$ cat src/rtl/uart_rx.sv
// UART receiver: START, 8 data bits LSB-first, PARITY, STOP_SIZE stop bits, oversampled on baud_clk.
// Define UART_RX_MAJORITY_EN to take each bit as the 2-of-3 majority around its centre.
module uart_rx #(
  parameter int OVERSAMPLE = 8,
  parameter int PARITY     = 0,
  parameter int STOP_SIZE  = 1
) (
  input  logic       baud_clk,
  input  logic       reset,
  input  logic       rx,
  output logic [7:0] data_rx,
  output logic       rx_valid,
  output logic       parity_err,
  output logic       frame_err,
  output logic       rx_busy
);

  localparam int TW = $clog2(OVERSAMPLE);
  localparam logic [TW-1:0] TICK_LAST = TW'(OVERSAMPLE - 1);
  localparam logic [TW-1:0] TICK_HALF = TW'(OVERSAMPLE / 2 - 1);
  localparam logic STOP_LAST = (STOP_SIZE == 2);
`ifdef UART_RX_MAJORITY_EN
  localparam logic [TW-1:0] TICK_RESUME = TW'(1);
`else
  localparam logic [TW-1:0] TICK_RESUME = TW'(0);
`endif

  typedef enum logic [2:0] {S_IDLE, S_START, S_DATA, S_PARITY, S_STOP, S_BREAK} state_t;

  state_t        state;
  logic          rx_meta, rx_s, rx_s_d;
  logic [TW-1:0] tick;
  logic [2:0]    bit_idx;
  logic          stop_idx, stop_done, ferr, par_bit;
  logic [7:0]    shift;
  logic          fall_edge, mid_hit, sample_now, sample_bit, exp_par;

  always_comb begin
    fall_edge = ~rx_s & rx_s_d;
    mid_hit   = 1'b0;
    case (state)
      S_START:          mid_hit = (tick == TICK_HALF);
      S_DATA, S_PARITY: mid_hit = (tick == TICK_LAST);
      S_STOP:           mid_hit = (tick == TICK_LAST) && !stop_done;
      default:          mid_hit = 1'b0;
    endcase
    exp_par = (PARITY == 0) ? ^shift : ~^shift;
  end

`ifdef UART_RX_MAJORITY_EN
  // The decision lands one tick after the centre so the sample after it can vote too.
  logic rx_s_d2, pend;

  always_ff @(posedge baud_clk) begin
    if (reset) begin
      rx_s_d2 <= 1'b1;
      pend    <= 1'b0;
    end else begin
      rx_s_d2 <= rx_s_d;
      pend    <= mid_hit;
    end
  end

  assign sample_now = pend;
  assign sample_bit = (rx_s & rx_s_d) | (rx_s & rx_s_d2) | (rx_s_d & rx_s_d2);
`else
  assign sample_now = mid_hit;
  assign sample_bit = rx_s;
`endif

  always_ff @(posedge baud_clk) begin
    if (reset) begin
      rx_meta    <= 1'b1;
      rx_s       <= 1'b1;
      rx_s_d     <= 1'b1;
      state      <= S_IDLE;
      tick       <= '0;
      bit_idx    <= '0;
      stop_idx   <= 1'b0;
      stop_done  <= 1'b0;
      ferr       <= 1'b0;
      par_bit    <= 1'b0;
      shift      <= '0;
      data_rx    <= '0;
      rx_valid   <= 1'b0;
      parity_err <= 1'b0;
      frame_err  <= 1'b0;
      rx_busy    <= 1'b0;
    end else begin
      rx_meta  <= rx;
      rx_s     <= rx_meta;
      rx_s_d   <= rx_s;
      rx_valid <= 1'b0;
      if (state == S_IDLE || state == S_BREAK)
        tick <= '0;
      else
        tick <= (tick == TICK_LAST) ? '0 : tick + 1'b1;

      case (state)
        S_IDLE: begin
          if (fall_edge) begin
            state   <= S_START;
            tick    <= '0;
            rx_busy <= 1'b1;
          end
        end
        // Re-centre the tick counter on the start bit so later samples fall mid-bit.
        S_START: begin
          if (sample_now) begin
            if (!sample_bit) begin
              state   <= S_DATA;
              tick    <= TICK_RESUME;
              bit_idx <= '0;
            end else begin
              state   <= S_IDLE;
              rx_busy <= 1'b0;
            end
          end
        end
        S_DATA: begin
          if (sample_now) begin
            shift <= {sample_bit, shift[7:1]};
            if (bit_idx == 3'd7)
              state <= S_PARITY;
            else
              bit_idx <= bit_idx + 3'd1;
          end
        end
        S_PARITY: begin
          if (sample_now) begin
            par_bit   <= sample_bit;
            state     <= S_STOP;
            stop_idx  <= 1'b0;
            stop_done <= 1'b0;
            ferr      <= 1'b0;
          end
        end
        // Leave at mid stop bit so a start edge right after the frame is still caught.
        S_STOP: begin
          if (stop_done) begin
            data_rx    <= shift;
            parity_err <= (par_bit != exp_par);
            frame_err  <= ferr;
            rx_valid   <= 1'b1;
            stop_done  <= 1'b0;
            if (ferr) begin
              state <= S_BREAK;
            end else begin
              state   <= S_IDLE;
              rx_busy <= 1'b0;
            end
          end else if (sample_now) begin
            if (!sample_bit)
              ferr <= 1'b1;
            if (stop_idx == STOP_LAST)
              stop_done <= 1'b1;
            else
              stop_idx <= 1'b1;
          end
        end
        S_BREAK: begin
          if (rx_s) begin
            state   <= S_IDLE;
            rx_busy <= 1'b0;
          end
        end
        default: begin
          state   <= S_IDLE;
          rx_busy <= 1'b0;
        end
      endcase
    end
  end

endmodule
$ cat config.mk
export PLATFORM = sky130hd
export DESIGN_NAME = uart_rx
export DESIGN_NICKNAME = d
export VERILOG_FILES = /design/src/rtl/uart_rx.sv
export SDC_FILE = /design/constraint.sdc
export NUM_CORES = 1
export LEC_CHECK = 0
export CORE_ASPECT_RATIO = 0.5
export CORE_MARGIN = 2
export CORE_UTILIZATION = 55
export CTS_BUF_LIST = sky130_fd_sc_hd__clkbuf_4
export CTS_CLUSTER_DIAMETER = 100
export DETAILED_ROUTE_END_ITERATION = 10
export DONT_BUFFER_PORTS = 1
export GPL_TIMING_DRIVEN = 0
export PLACE_DENSITY = 0.72
export SETUP_SLACK_MARGIN = 0.3
export SKIP_LAST_GASP = 1
export SYNTH_ARGS = -nofsm -noshare
export SYNTH_HDL_FRONTEND = slang
export SYNTH_SLANG_ARGS = --single-unit
$ cat constraint.sdc
create_clock -name baud_clk -period 2.3 [get_ports baud_clk]
set_input_delay 0.345 -clock baud_clk [delete_from_list [all_inputs] [get_ports baud_clk]]
set_output_delay 0.345 -clock baud_clk [all_outputs]
set_load 0.02 [all_outputs]
==> results of run 1 <==
## worst register-to-register path, delay by kind of cell (launching register included)
family / cells / cell delay, ns
AO/OA/AOI/OAI: 3 / 0.48
adder cells (fa/ha/maj): 2 / 0.32
buffers and inverters: 1 / 0.18
AND/OR/NAND/NOR: 1 / 0.49
flip-flops: 1 / 0.35
## power by group
part           internal [µW]  switching (µW)  leakage (µW)
combinational           16.6            24.9      0.000306
clock                    117             223     0.0000288
sequential               613            10.1      0.000283
## sequential cells by signal, indices dropped and copies added (netlist names)
signal	count
bit_idx	3
data_rx	8
ferr	1
frame_err	1
par_bit	1
parity_err	1
rx_busy	1
rx_meta	1
rx_s	1
rx_s_d	1
rx_valid	1
shift	8
state	3
stop_done	1
tick	3
## stage by stage
stage	utilization, %	instances
2_1_floorplan	-	187
3_3_place_gp	60.6	224
3_5_place_dp	60.6	224
5_1_grt	63.0	232
4_1_cts	62.8	232
6_report	63.0	232
## timing repair
action,4_1_cts,5_1_grt
gates resized for setup,0,4
hold buffers,0,0
buffers inserted,0,0
setup endpoints to repair,0,2
hold endpoints to repair,0,0
## routing by layer
layer | vias up | share of wire (%) | routed length (µm) | global-route usage (%)
li1 | 651 | - | - | -
met2 | 41 | 44 | 1390 | 32.2
met1 | 596 | 48 | 1510 | 26.7
met4 | 0 | 1.1 | 35 | 7.24
met3 | 5 | 6.9 | 219 | 6.96
met5 | - | 0 | 0 | 0
## cell usage after synthesis
cell type	instances	area (µm²)
xnor3_1	1	22.5
xnor2_1	3	26.3
or2_2	3	18.8
nand4bb_1	2	22.5
inv_2	1	3.75
dfxtp_1	35	701
o21bai_1	1	7.51
a2bb2oi_1	1	8.76
o31ai_1	2	15.0
nor3_1	4	20.0
and3_1	1	6.26
nor2_1	12	45.0
buf_6	1	11.3
nand2_1	45	169
xor2_1	2	17.5
o311a_1	1	10.0
inv_1	5	18.8
or3b_1	1	8.76
a221o_1	1	10.0
mux2i_1	2	20.0
o21ai_0	2	10.0
a31oi_1	1	6.26
nor2b_1	1	6.26
a21oi_1	25	125
and3b_1	1	8.76
nor3_2	1	10.0
nand2b_1	3	18.8
a32o_1	1	10.0
clkbuf_1	6	22.5
o211ai_1	2	15.0
ha_1	5	62.6
a22oi_1	2	15.0
or2_1	1	6.26
nand3b_1	4	30.0
nand3_1	1	5.00
buf_2	3	15.0
a2111oi_0	1	8.76
or4_1	2	15.0
buf_4	1	7.51
## worst max-delay path by stage
stage	startpoint	end	slack, ns	cells after the start
CTS	tick[0]	state[0]	0.40	7
floorplan	tick[0]	state[0]	0.62	7
global placement	tick[0]	bit_idx[1]	0.47	8
finish	tick[0]	state[0]	0.42	7
detailed placement	tick[0]	state[0]	0.45	7
global route	tick[0]	state[0]	0.30	7
## layout make-up
type	count	area (µm²)	area share, %
inverter	6	22.5	1.35
sequential	35	701	41.9
multi-input combinational	135	785	46.9
buffer	11	60.1	3.59
tap	37	46.3	2.77
clock inverter	3	20.0	1.20
clock buffer	5	37.5	2.25
## cells by family (layout without fill, tap and decap cells)
logic type	Yosys count	in the layout	share of synthesized area (%)
compound gates	40	40	15.5
simple gates	82	82	25.0
mux	2	2	1.28
xor+xnor	6	6	4.25
buf+inv	17	25	5.05
fa+ha+maj	5	5	4.01
flops	35	35	44.9
==> metrics.txt, run 1 <==
filler cell count 238; Seq/Total Area, Yosys 44.9%; first-pass GRT wire length 5210 µm; DRT Pass-1 Iters 4; Gate Count Post-Synth 187; r2r endpoint state[0]; most frequent cells in the layout nand2_1 (45), dfxtp_1 (35), a21oi_1 (24), nor2_1 (12), clkbuf_4 (6); DR vias/cell 5.57; Area Growth Syn to Fin 7.14%; Slew headroom 59.3%; DP HPWL between 2000 and 2500 µm; final slew viol count 0; Data arrival, critical path 2.16 ns; routability congestion estimate 0.840; GRT overflow 0; post-synthesis average cell area 8.34 µm²; WHS 0.0893 ns; io pins 15; core area approximately 0.0027 mm²; syn_nets 195; hold path cells 1; Residual DRC 0; Reg clk slew, reported paths 0.12 ns; worst-path fanout max 9; routed via count 1,293; unrepaired setup endpoints after global routing true; worst path required time 2.58 ns; endpoint class of the critical path flop; crit path kind flop to flop; IO Port Bufs 0; clk buf depth 2; total die area 0.00330 mm²; R2R cell count 7; worst slew pin tran 0.607 ns; Layout Nets 202; Fmax 532 MHz; crit-path cells ha_1 > ha_1 > clkbuf_4 > o21ai_0 > a32o_1 > or4_1 > a21oi_2; vias in the first global route between 1,000 and 1,500; Tcrit/Tclk final 81.8%; final setup fails 0; chip height 41.7 µm; VDD IR max 0.000384 V; Seq cells post-synth 35; clock skew about 0.0045 ns; post-DR wirelength/cell between 10 and 15 µm; Fin Setup TNS 0 ns; CTS Sinks 35; worst stage delay on the critical path 0.49 ns; Yosys cell types 39; Crit Reg-Reg Startpoint tick[0]; clock root buffer clkbuf_4; Std-Cell Rows 13; min-delay src reset; final setup margin 0.419 ns; largest net degree at the start of global routing 13; CTS tree built; synthesized area 0.00156 mm²; Area after DPL 0.00161 mm²; 1st-iter DRT viols 63; ANT cells 0; Leakage 0.000618 µW; GRT Total Usage between 20% and 30%; commonest non-fill, non-tap cell in the layout nand2_1; pre-CTS setup slack 0.449 ns; Final Hold Viols 0; CP startpoint kind flop; maximum capacitance violations 0; min-delay worst type input port to flop; YS warnings 0; cell area after layout between 0.0015 and 0.002 mm²; outcome completed; critical path's top delay family simple AND/OR/NAND/NOR gates; Starting Density 58.8%; slowest stage cell, crit path or4_1; Final ANT Viol Nets 0; share of layout cells above drive strength 1 9.74%; Cell Pwr Density between 600 and 700 mW/mm²; Final Critical Period ~1.9 ns; Reg2Reg Setup Slack 0.42 ns; Crit path top cell by count ha_1; Num CTS Buffers 5; H-tree depth 2; initial antenna violation count 0; final WL 3150 µm; DIE WIDTH 79.3 µm; Final Power slightly above 1000 µW; CP bufs+invs 1; Min-Delay Endpoint rx_valid; Worst-Skew Late Latency 0.34 ns
(Power assumes the default switching activity.)
==> run 2: changes to the inputs <==
==> constraint.sdc (replaced) <==
create_clock -name baud_clk -period 1.85 [get_ports baud_clk]
set_input_delay 0.2775 -clock baud_clk [delete_from_list [all_inputs] [get_ports baud_clk]]
set_output_delay 0.2775 -clock baud_clk [all_outputs]
set_load 0.02 [all_outputs]
==> run 2 against run 1 <==
  * Via count rose by 4.6%
  * Core utilization increased by 7.7 points
  * Clock skew grew 0.0065 ns
  * Register-to-register slack got worse by 0.27 ns
  * Cell count increased by 3.0%
  * Maximum frequency grew 10%
==> metrics.txt, run 2 (same netlist as run 1, synthesis figures left out) <==
endpoint class of the critical path flop; Starting Density 58.8% (unchanged); vias in the first global route 1,233 (+5.5%); Std-Cell Rows 13 (unchanged); Final Non-Filler Cells 239 (+3.0%); commonest non-fill, non-tap cell in the layout nand2_1; chip height 41.7 µm (unchanged); Fin Setup TNS 0 ns (unchanged); crit path kind flop to flop; core area 0.00265 mm² (unchanged); CP startpoint kind flop; final WL 3580 µm (+13%); DRT Pass-1 Iters 4 (unchanged); DP HPWL 2350 µm (+6.8%); Cell Pwr Density 677 mW/mm² (+13%); placed cells 224 (unchanged); final setup margin 0.147 ns (-0.272 ns); R2R cell count 6 (-1); worst slew pin tran 0.555 ns (-0.0526 ns); Fmax 587 MHz (+10%); hold path cells 1 (unchanged); clock root buffer clkbuf_4; Final Critical Period 1.70 ns (-0.178 ns); Slew headroom 63.0% (+3.7 points); Reg2Reg Setup Slack 0.15 ns (-0.27 ns); largest net degree at the start of global routing 12 (-1); pre-CTS setup slack 0.0750 ns (-0.374 ns); CTS tree built; Worst-Skew Late Latency 0.34 ns (about the same); IO Port Bufs 0 (unchanged); Residual DRC 0 (unchanged); final slew viol count 0 (unchanged); CTS Sinks 35 (unchanged); Area Growth Syn to Fin 20.3%; top flop regs data_rx: 8 flops, shift: 8 flops; routed via count 1,352 (+4.6%); first-pass GRT wire length 5680 µm (+9.0%); GRT Total Usage 22.5% (+1.9 points); worst-path fanout max 3 (-6); routability congestion estimate 0.886 (+5.4%); Final Hold Viols 0 (unchanged); r2r endpoint bit_idx[2]; share of layout cells above drive strength 1 24.8% (+15 points); outcome completed; Core Util, Final 70.8% (+7.7 points); Num CTS Buffers 5 (unchanged); DIE WIDTH 79.3 µm (unchanged); worst path required time 2.07 ns (-0.51 ns); clock skew 0.0110 ns (+0.00650 ns); Reg clk slew, reported paths 0.12 ns (about the same); VDD IR max 0.000420 V (+9.2%); initial antenna violation count 0 (unchanged); Leakage 0.000666 µW (+7.7%); Crit Reg-Reg Startpoint bit_idx[1]; min-delay src reset; final setup fails 0 (unchanged); post-DR wirelength/cell 15.0 µm (+10%); clk buf depth 2 (unchanged); Final ANT Viol Nets 0 (unchanged); Min-Delay Endpoint rx_valid; Layout Nets 209 (+3.5%); 1st-iter DRT viols 54 (-14%); H-tree depth 2 (unchanged); GRT overflow 0 (unchanged); Data arrival, critical path 1.92 ns (-0.24 ns); most frequent cells in the layout nand2_1 (45), dfxtp_1 (28), a21oi_1 (23), nor2_1 (10); min-delay worst type input port to flop; total die area 0.00330 mm² (unchanged); Tcrit/Tclk final 92.0% (+10 points); DR vias/cell 5.66 (+1.5%); unrepaired setup endpoints after global routing true; ANT cells 0 (unchanged); maximum capacitance violations 0 (unchanged); io pins 15 (unchanged)
==> run 2: metrics by stage <==
| step | power (µW) | hold slack [ns] | instance area, µm² |
|---|---|---|---|
| after floorplan | 829 | 0.373 | 1630 |
| after global placement | 841 | 0.382 | 1680 |
| after detailed placement | 842 | 0.386 | 1680 |
| after CTS | 1260 | 0.0199 | 1790 |
| after global routing | 1320 | 0.00949 | 1880 |
| final | 1270 | 0.0166 | 1880 |
==> run 2: repair_timing <==
item | CTS | global route
hold buffers | 0 | 0
pin swaps | 10 | 7
endpoints found under the setup margin | 27 | 24
endpoints found under the hold margin | 0 | 0
setup buffers | 6 | 1
gates resized for setup | 7 | 21
==> run 2: worst max-delay path by stage <==
stage	startpoint	to
3_5_place_dp	tick[0]	bit_idx[1]
6_report	bit_idx[1]	bit_idx[2]
2_1_floorplan	bit_idx[0]	bit_idx[1]
4_1_cts	bit_idx[1]	bit_idx[1]
5_1_grt	bit_idx[1]	bit_idx[0]
3_3_place_gp	tick[0]	bit_idx[1]
==> run 2: report_power, final <==
part           switching [µW]  internal (µW)
Combinational            37.6           29.2
Sequential               12.0            763
Clock                     267            161
Total                     317            954
==> run 2: per-layer routing <==
layer  part of all wire, %  track usage, %  up-vias
met5                     0               0        -
met4                  0.45            4.48        0
met3                   6.4            7.17        5
met2                    49            35.4       41
met1                    44            30.8      639
li1                      -               -      667
==> run 2: critical path, stage by stage (launching register included) <==
cell and delay, ns:
dfxtp_2 0.35, ha_4 0.17, ha_4 0.15, or3b_1 0.34
a221o_1 0.35, a22oi_1 0.17, nor2_1 0.05
==> run 2: final cells by class <==
cell class / instances / area [µm²]
Tap cell: 37 / 46.3
Fill cell: 218 / 774
Clock inverter: 2 / 12.5
Clock buffer: 6 / 45.0
Multi-Input combinational cell: 135 / 907
Sequential cell: 35 / 709
Timing Repair Buffer: 7 / 56.3
Buffer: 11 / 75.1
Inverter: 6 / 25.0
